[config.mk]
export PLATFORM = sky130hd
export DESIGN_NAME = alu_nbit_seq_flat
export DESIGN_NICKNAME = d
export VERILOG_FILES = /design/src/rtl/alu_pkg.sv /design/src/rtl/alu_nbit_seq_if.sv /design/src/rtl/alu_shift_add_mul.sv /design/src/rtl/alu_nbit_seq.sv /design/src/flat_wrapper.sv
export SDC_FILE = /design/constraint.sdc
export NUM_CORES = 1
export LEC_CHECK = 0
export CAP_MARGIN = 10
export CORE_UTILIZATION = 25
export DETAILED_ROUTE_END_ITERATION = 8
export PLACE_DENSITY = 0.38
export SYNTH_ARGS = -nofsm -noshare
export SYNTH_HDL_FRONTEND = slang
export SYNTH_SLANG_ARGS = --single-unit
[constraint.sdc]
create_clock -name clk -period 2.6 [get_ports clk]
set_clock_uncertainty 0.1 [all_clocks]
set_input_delay 0.26 -clock clk [delete_from_list [all_inputs] [get_ports clk]]
set_output_delay 0.26 -clock clk [all_outputs]
set_load 0.005 [all_outputs]
[src/rtl/alu_pkg.sv]
// rtl/alu_pkg.sv - operation encodings and FSM state constants for alu_nbit_seq
package alu_pkg;

   localparam logic [1:0] OP_ADD   = 2'b00;
   localparam logic [1:0] OP_SUB   = 2'b01;
   localparam logic [1:0] OP_MUL   = 2'b10;
   localparam logic [1:0] OP_LOGIC = 2'b11;

   typedef logic [1:0] state_t;

   localparam state_t S_IDLE = 2'd0;
   localparam state_t S_MUL  = 2'd1;
   localparam state_t S_DONE = 2'd2;

endpackage

[src/rtl/alu_nbit_seq_if.sv]
// rtl/alu_nbit_seq_if.sv - request/result bundle between a requester and alu_nbit_seq
interface alu_nbit_seq_if #(
   parameter int WIDTH = 3
);
   logic                 start;
   logic [1:0]           sel;
   logic [WIDTH-1:0]     A;
   logic [WIDTH-1:0]     B;
   logic [2*WIDTH-1:0]   op;
   logic                 busy;
   logic                 done;

   modport master (
      output start, sel, A, B,
      input  op, busy, done
   );

   modport slave (
      input  start, sel, A, B,
      output op, busy, done
   );
endinterface

[src/rtl/alu_shift_add_mul.sv]
// rtl/alu_shift_add_mul.sv - unsigned shift-add multiplier datapath, one multiplier bit per step
module alu_shift_add_mul #(
   parameter int WIDTH = 3
) (
   input  logic                 clk,
   input  logic                 rst,
   input  logic                 load,
   input  logic                 step,
   input  logic [WIDTH-1:0]     a,
   input  logic [WIDTH-1:0]     b,
   output logic [2*WIDTH-1:0]   product_next,
   output logic                 last
);

   localparam int CW = $clog2(WIDTH + 1);

   logic [2*WIDTH-1:0] acc;
   logic [2*WIDTH-1:0] mcand;
   logic [WIDTH-1:0]   mplier;
   logic [CW-1:0]      cnt;

   // Accumulator value after the current step; the FSM latches it on the final step.
   assign product_next = acc + (mplier[0] ? mcand : '0);
   assign last         = (cnt == CW'(WIDTH - 1));

   always_ff @(posedge clk) begin
      if (rst) begin
         acc    <= '0;
         mcand  <= '0;
         mplier <= '0;
         cnt    <= '0;
      end else if (load) begin
         acc    <= '0;
         mcand  <= {{WIDTH{1'b0}}, a};
         mplier <= b;
         cnt    <= '0;
      end else if (step) begin
         acc    <= product_next;
         mcand  <= mcand << 1;
         mplier <= mplier >> 1;
         cnt    <= cnt + 1'b1;
      end
   end

endmodule

[src/rtl/alu_nbit_seq.sv]
// rtl/alu_nbit_seq.sv - sequential ALU: single-cycle ADD/SUB/LOGIC, WIDTH-cycle shift-add MUL
module alu_nbit_seq
   import alu_pkg::*;
#(
   parameter int WIDTH = 3
) (
   input  logic          clk,
   input  logic          rst,
   alu_nbit_seq_if.slave bus
);

   state_t               state;
   logic [2*WIDTH-1:0]   op_q;
   logic [2*WIDTH-1:0]   quick_res;
   logic [2*WIDTH-1:0]   product_next;
   logic                 load;
   logic                 step;
   logic                 last;

   assign load = (state == S_IDLE) && bus.start && (bus.sel == OP_MUL);
   assign step = (state == S_MUL);

   alu_shift_add_mul #(
      .WIDTH (WIDTH)
   ) u_mul (
      .clk          (clk),
      .rst          (rst),
      .load         (load),
      .step         (step),
      .a            (bus.A),
      .b            (bus.B),
      .product_next (product_next),
      .last         (last)
   );

   // Zero-extending before subtracting yields the sign-extended 2*WIDTH difference.
   always_comb begin
      quick_res = '0;
      case (bus.sel)
         OP_ADD:   quick_res = {{WIDTH{1'b0}}, bus.A} + {{WIDTH{1'b0}}, bus.B};
         OP_SUB:   quick_res = {{WIDTH{1'b0}}, bus.A} - {{WIDTH{1'b0}}, bus.B};
         OP_LOGIC: quick_res = {bus.A | bus.B, bus.A & bus.B};
         default:  quick_res = '0;
      endcase
   end

   always_ff @(posedge clk) begin
      if (rst) begin
         state <= S_IDLE;
         op_q  <= '0;
      end else begin
         case (state)
            S_IDLE: begin
               if (bus.start) begin
                  if (bus.sel == OP_MUL) begin
                     state <= S_MUL;
                  end else begin
                     op_q  <= quick_res;
                     state <= S_DONE;
                  end
               end
            end
            S_MUL: begin
               if (last) begin
                  op_q  <= product_next;
                  state <= S_DONE;
               end
            end
            S_DONE:  state <= S_IDLE;
            default: state <= S_IDLE;
         endcase
      end
   end

   assign bus.op   = op_q;
   assign bus.busy = (state != S_IDLE);
   assign bus.done = (state == S_DONE);

endmodule

[src/flat_wrapper.sv]
// flat-port wrapper written by rule: the top's interface ports become plain ports
module alu_nbit_seq_flat import alu_pkg::*;
#(
   parameter int WIDTH = 3
)
  (clk, rst, bus_start, bus_sel, bus_A, bus_B, bus_op, bus_busy, bus_done);
  alu_nbit_seq_if #(.WIDTH(WIDTH)) bus_i ();
  input  logic clk;
  input  logic rst;
  input wire logic [$bits(bus_i.start)-1:0] bus_start;
  input wire logic [$bits(bus_i.sel)-1:0] bus_sel;
  input wire logic [$bits(bus_i.A)-1:0] bus_A;
  input wire logic [$bits(bus_i.B)-1:0] bus_B;
  output wire logic [$bits(bus_i.op)-1:0] bus_op;
  output wire logic [$bits(bus_i.busy)-1:0] bus_busy;
  output wire logic [$bits(bus_i.done)-1:0] bus_done;
  assign bus_i.start = bus_start;
  assign bus_i.sel = bus_sel;
  assign bus_i.A = bus_A;
  assign bus_i.B = bus_B;
  assign bus_op = bus_i.op;
  assign bus_busy = bus_i.busy;
  assign bus_done = bus_i.done;
  alu_nbit_seq #(.WIDTH(WIDTH)) u_core (.clk(clk), .rst(rst), .bus(bus_i));
endmodule
# --- Word-level counts from Yosys, hierarchy flattened ---
# Cells that the tools add are included.
word_totals:
  register_bits: 25
  in_bits: 11
classes:
  add_sub_neg: 4
  eq_ne: 9
  mux: 14
  n_bitwise: 2
  n_reduce_logical: 10
op_table:
  columns: ["op", "n"]
  rows:
  - ["6-bit 2-to-1 mux", 4]
  - ["6-bit one-hot mux with 3 select lines", 1]
  - ["3-bit 2-to-1 mux", 4]
  - ["6-bit one-hot mux with 2 select lines", 1]
  - ["2-bit == test, second input constant", 4]
  - ["6-bit adder", 1]
  - ["2-bit 2-to-1 mux", 3]
  - ["2-bit inequality test, second input constant", 3]
  - ["2-bit nonzero test", 3]
  - ["3-bit by 3-bit adder with 4-bit output", 1]
  - ["2-bit by 1-bit == test with 1-bit output, second input constant", 2]
  - ["2-bit zero test", 2]
  - ["2-bit one-hot mux with 2 select lines", 1]
  - ["4-bit AND reduction", 1]
  - ["3-bit by 3-bit subtractor with 4-bit output", 1]
  - ["3-bit bitwise AND", 1]
  - ["3-bit OR", 1]
  - ["2-bit by 1-bit adder with 2-bit output, second input constant", 1]
  - ["1-bit logical AND", 2]
  - ["2-bit AND reduction", 1]
  - ["2-bit OR reduction", 1]

# --- Depth between registers and ports, before layout ---
logic_depth:
  word_depth: 5
  mapped_depth: 9
  depth_no_buf: 9

# --- Hierarchy ---
# A second synthesis with hierarchy kept.
hier_totals:
  hier_cells: 190
  hier_area_um2: 1636.6
modules_own_cells:
  columns: ["mod", "instances", "cells_each", "area_each_um2", "seq_area_each_um2"]
  rows:
  - ["alu_shift_add_mul", 1, 99, 888.4, 340.3]
  - ["alu_nbit_seq", 1, 91, 748.2, 160.2]

# --- Worst setup path before layout ---
# No wires, ideal clock.
synth_timing:
  path_type: "register to register"
  from: "register u_core.u_mul.mplier[0]"
  to: "register u_core.op_q[5], in the netlist u_core.bus.op[5]"
  setup_time_ns: 0.133
  arrival_ns: 1.665
  t_required_ns: 2.367
  setup_slack_ns: 0.703
  path_stages_with_launch: 9
  path_buffers: 0
  path_cell_list: "dfxtp_1 nand2_1 inv_1 ha_1 a211oi_1 nor2_1 o311a_1 o21ai_1 a311oi_1"
synth_via:
  elab_chain_len: 4
synth_rtl:
  columns: ["item", "line", "source"]
  rows:
  - ["from (decl)", "alu_shift_add_mul.sv:19", "logic [WIDTH-1:0] mplier;"]
  - ["from (signal assigned)", "alu_shift_add_mul.sv:40", "mplier <= mplier >> 1;"]
  - ["6-bit 2-to-1 mux", "alu_shift_add_mul.sv:23", "assign product_next = acc + (mplier[0] ? mcand : '0);"]
  - ["6-bit adder", "alu_shift_add_mul.sv:23", null]
  - ["6-bit 2-to-1 mux", "alu_nbit_seq.sv:64", "if (last) begin"]
  - ["6-bit one-hot mux with 2 select lines", "alu_nbit_seq.sv:52", "case (state)"]
  - ["to (signal assigned)", "alu_nbit_seq.sv:58", "op_q <= quick_res;"]
  - ["to (signal assigned)", "alu_nbit_seq.sv:65", "op_q <= product_next;"]
  - ["to (decl)", "alu_nbit_seq.sv:13", "logic [2*WIDTH-1:0] op_q;"]
# Every way passes these cells. The select of a mux whose other input is x is not followed.
# A chain may end at the register's enable or synchronous reset.

# --- Worst setup path in the final report ---
layout_timing:
  from: "register u_core.u_mul.mplier[0]"
  to: "register u_core.op_q[3], in the netlist u_core.bus.op[3]"
# Same word-level chain as after synthesis.

==> impl_metrics.py <==
metrics = {
    "floorplanning": {
        "ios": 19,
        "die_y_um": 81.0,
        "die_width_um": 81.0,
        "core_area_um2": 5960,
        "start_util": 0.262,
        "core.rowCount": 28,
        "die-area_um2": 6570,
    },
    "detailed_routing": {
        "wl_per_cell_um": 14.4,
        "drt_iter0_markers": 64,
        "viasPerCell": 4.67,
        "num_vias": 1341,
        "post-route-drc-count": 0,
        "firstDrtPassIters": 4,
        "ant_nets": 0,
        "drt_wl_total_um": 4140,
    },
    "final_layout": {
        "layout-area-overhead-vs-synth_pct": 21.1,
        "fin_nets": 242,
        "antennaDiodeCount": 0,
        "nFillCells": 652,
        "utilization": 0.317,
        "drive_gt1_frac": 0.0708,
    },
    "clock_network": {
        "cts_resized": 0,
        "cts-root-buf": "clkbuf_8",
        "ctsHoldBuffers": 0,
        "path_clk_slew_ns": 0.09,
        "cts_sinks": 25,
        "cts_tree": "built",
        "clockBufferDepth": 2,
        "cts_inserted_buffers": 3,
        "clkLatencyLatePin_ns": 0.26,
        "cts_setup_buffers": 0,
        "htree_levels": 1,
    },
    "sta": {
        "fin_crit_sh": 0.880,
        "rsz0062_at_grt": "no",
        "slew_viol_final": 0,
        "maxSlewHeadroom": 0.555,
        "fmax_mhz": 437,
        "tns_ns": 0,
        "tightestPinTransition_ns": 0.667,
        "hold_viol": 0,
        "finalCriticalPeriod_ns": 2.29,
        "setup_viol": 0,
    },
    "synthesis": {
        "synthArstFlopShare": 0,
        "syn_area_um2": 1560,
        "ys.flop_type": "dfxtp_1",
        "ys_top_cells_by_area": "dfxtp_1 32%, ha_1 12%, a21oi_1 6.7%",
        "ys_types": 37,
        "avgSynthCellArea_um2": 8.18,
        "seq_area_frac_synth": 0.321,
        "ys_seq_elements": 25,
        "synth_edf_count": 0,
        "syn-instance-count": 191,
        "post-synth-top-area-cell": "dfxtp_1",
        "syn_nets": 220,
        "synth_top_area_frac": 0.321,
        "ys_warn_count": 0,
    },
    "grt": {
        "grt_pass1_wl_um": 6830,
        "grtUsageMet1": 0.191,
        "grt_pass1_vias": 1369,
        "grt_start_max_net_pins": 22,
        "grt_use_met2": 0.232,
        "use_met3": 0.0270,
        "grtUsageTotal": 0.140,
        "overflow": 0,
        "antenna_found_initial": 0,
        "busiest_layer": "met2",
    },
    "critical_path": {
        "cp_max_fo": 7,
        "cp-end-kind": "flop",
        "start_kind": "flop",
        "path_class": "flop to flop",
        "required_ns": 2.70,
        "arrival_ns": 2.38,
    },
    "run_status": {
        "status": "finished clean",
    },
    "worst_hold_path": {
        "hp-class": "flop to flop",
    },
    "placement": {
        "post-dp-hpwl_um": 3200,
        "place.gp.congestion": 0.871,
        "port_buffers": 18,
    },
    "run": {
        "cap_violations": 0,
    },
    "pwr": {
        "power.density_nw_per_um2": 429,
        "ir_drop_uv": 208,
        "power_leakage_uw": 0.000756,
    },
}
synthesized netlist by cell type, drive strengths merged, types with 2 or more instances:
cell type	instances
mux2i	2
dfxtp	25
a21oi	22
nand3	8
xor2	2
a311oi	5
and3	2
nand2b	3
o211ai	3
a21o	2
a22oi	2
clkbuf	5
nor2b	4
nand2	26
fa	3
o21bai	2
o21ai	9
buf	3
inv	15
and2	4
xnor2	3
a211oi	4
ha	15
nor2	14
routing by layer:
layer	wire length, um	vias to the layer above
li1	-	695
met4	23	0
met1	2090	623
met2	1930	21
met5	0	-
met3	104	2
cells in the final DEF (no fill, tap or decap), drive strengths merged:
cell type	count
a211oi	4
a21o	2
a21oi	22
a22oi	2
a311oi	5
a31oi	1
and2	4
and3	2
buf	7
clkbuf	4
clkdlybuf4s50	18
dfxtp	25
fa	3
ha	15
inv	15
mux2i	2
nand2	26
nand2b	3
nand3	8
nand3b	1
nor2	14
nor2b	4
nor3	1
nor3b	1
o211ai	3
o21ai	9
o21ba	1
o21bai	2
o311a	1
or2	1
or3b	1
xnor2	3
xor2	2
where the power goes:
part           total [uW]  internal [uW]  switching, uW
Combinational         169           81.5           88.0
Sequential            411            398           12.3
Clock                 232            110            122
Total                 812            590            222
cells by family (layout without fill, tap and decap cells):
family,after synthesis,after routing,synth area share
AND/OR/NAND/NOR,66,66,0.203
multiplexers,2,2,0.0128
flip-flops,25,25,0.321
XOR/XNOR,5,5,0.0280
AO/OA/AOI/OAI,52,52,0.214
buffers and inverters,23,44,0.0633
adder cells (fa/ha/maj),18,18,0.159
layout make-up:
type	count	area [um^2]	share of cell area
Inverter	15	56.3	0.0298
Multi-Input combinational cell	143	962	0.509
Sequential cell	25	500	0.265
Clock buffer	4	45.0	0.0238
Tap cell	75	93.8	0.0496
Timing Repair Buffer	25	233	0.123
through the flow:
step / cell area (um^2) / total power (uW) / cells / hold WS [ns] / worst slack (ns)
2_1_floorplan: 1560 / 513 / 191 / 0.232 / 0.703
3_3_place_gp: 1850 / 589 / 283 / 0.348 / 0.304
3_5_place_dp: 1850 / 590 / 283 / 0.353 / 0.232
4_1_cts: 1890 / 832 / 287 / 0.367 / 0.298
5_1_grt: 1890 / 860 / 287 / 0.388 / 0.100
6_report: 1890 / 812 / 287 / 0.358 / 0.313
worst max-delay path: stages, from the launching register on:
cell      delay (ns)
dfxtp_1         0.47
nand2_1         0.14
inv_1           0.08
ha_1            0.22
a211oi_1        0.41
nor2_1          0.13
nor3b_1         0.38
a311oi_1        0.09
nor3_1          0.19
sequential cells by signal (all words and copies together), names as in the netlist:
register             cells
u_core.bus.op            6
u_core.u_mul.acc         6
u_core.u_mul.mcand       6
u_core.u_mul.mplier      3
u_core.state             2
u_core.u_mul.cnt         2
final timing paths:
check,start,to,slack [ns],cells after the start
hold / removal,u_core.u_mul.mcand[5],u_core.u_mul.mcand[5],0.36,2
setup reg to reg,u_core.u_mul.mplier[0],u_core.bus.op[3],0.31,8
hold reg to reg,u_core.u_mul.mcand[5],u_core.u_mul.mcand[5],0.36,2
setup / recovery,u_core.u_mul.mplier[0],u_core.bus.op[3],0.31,8
Power figures use the tool's default switching activity.
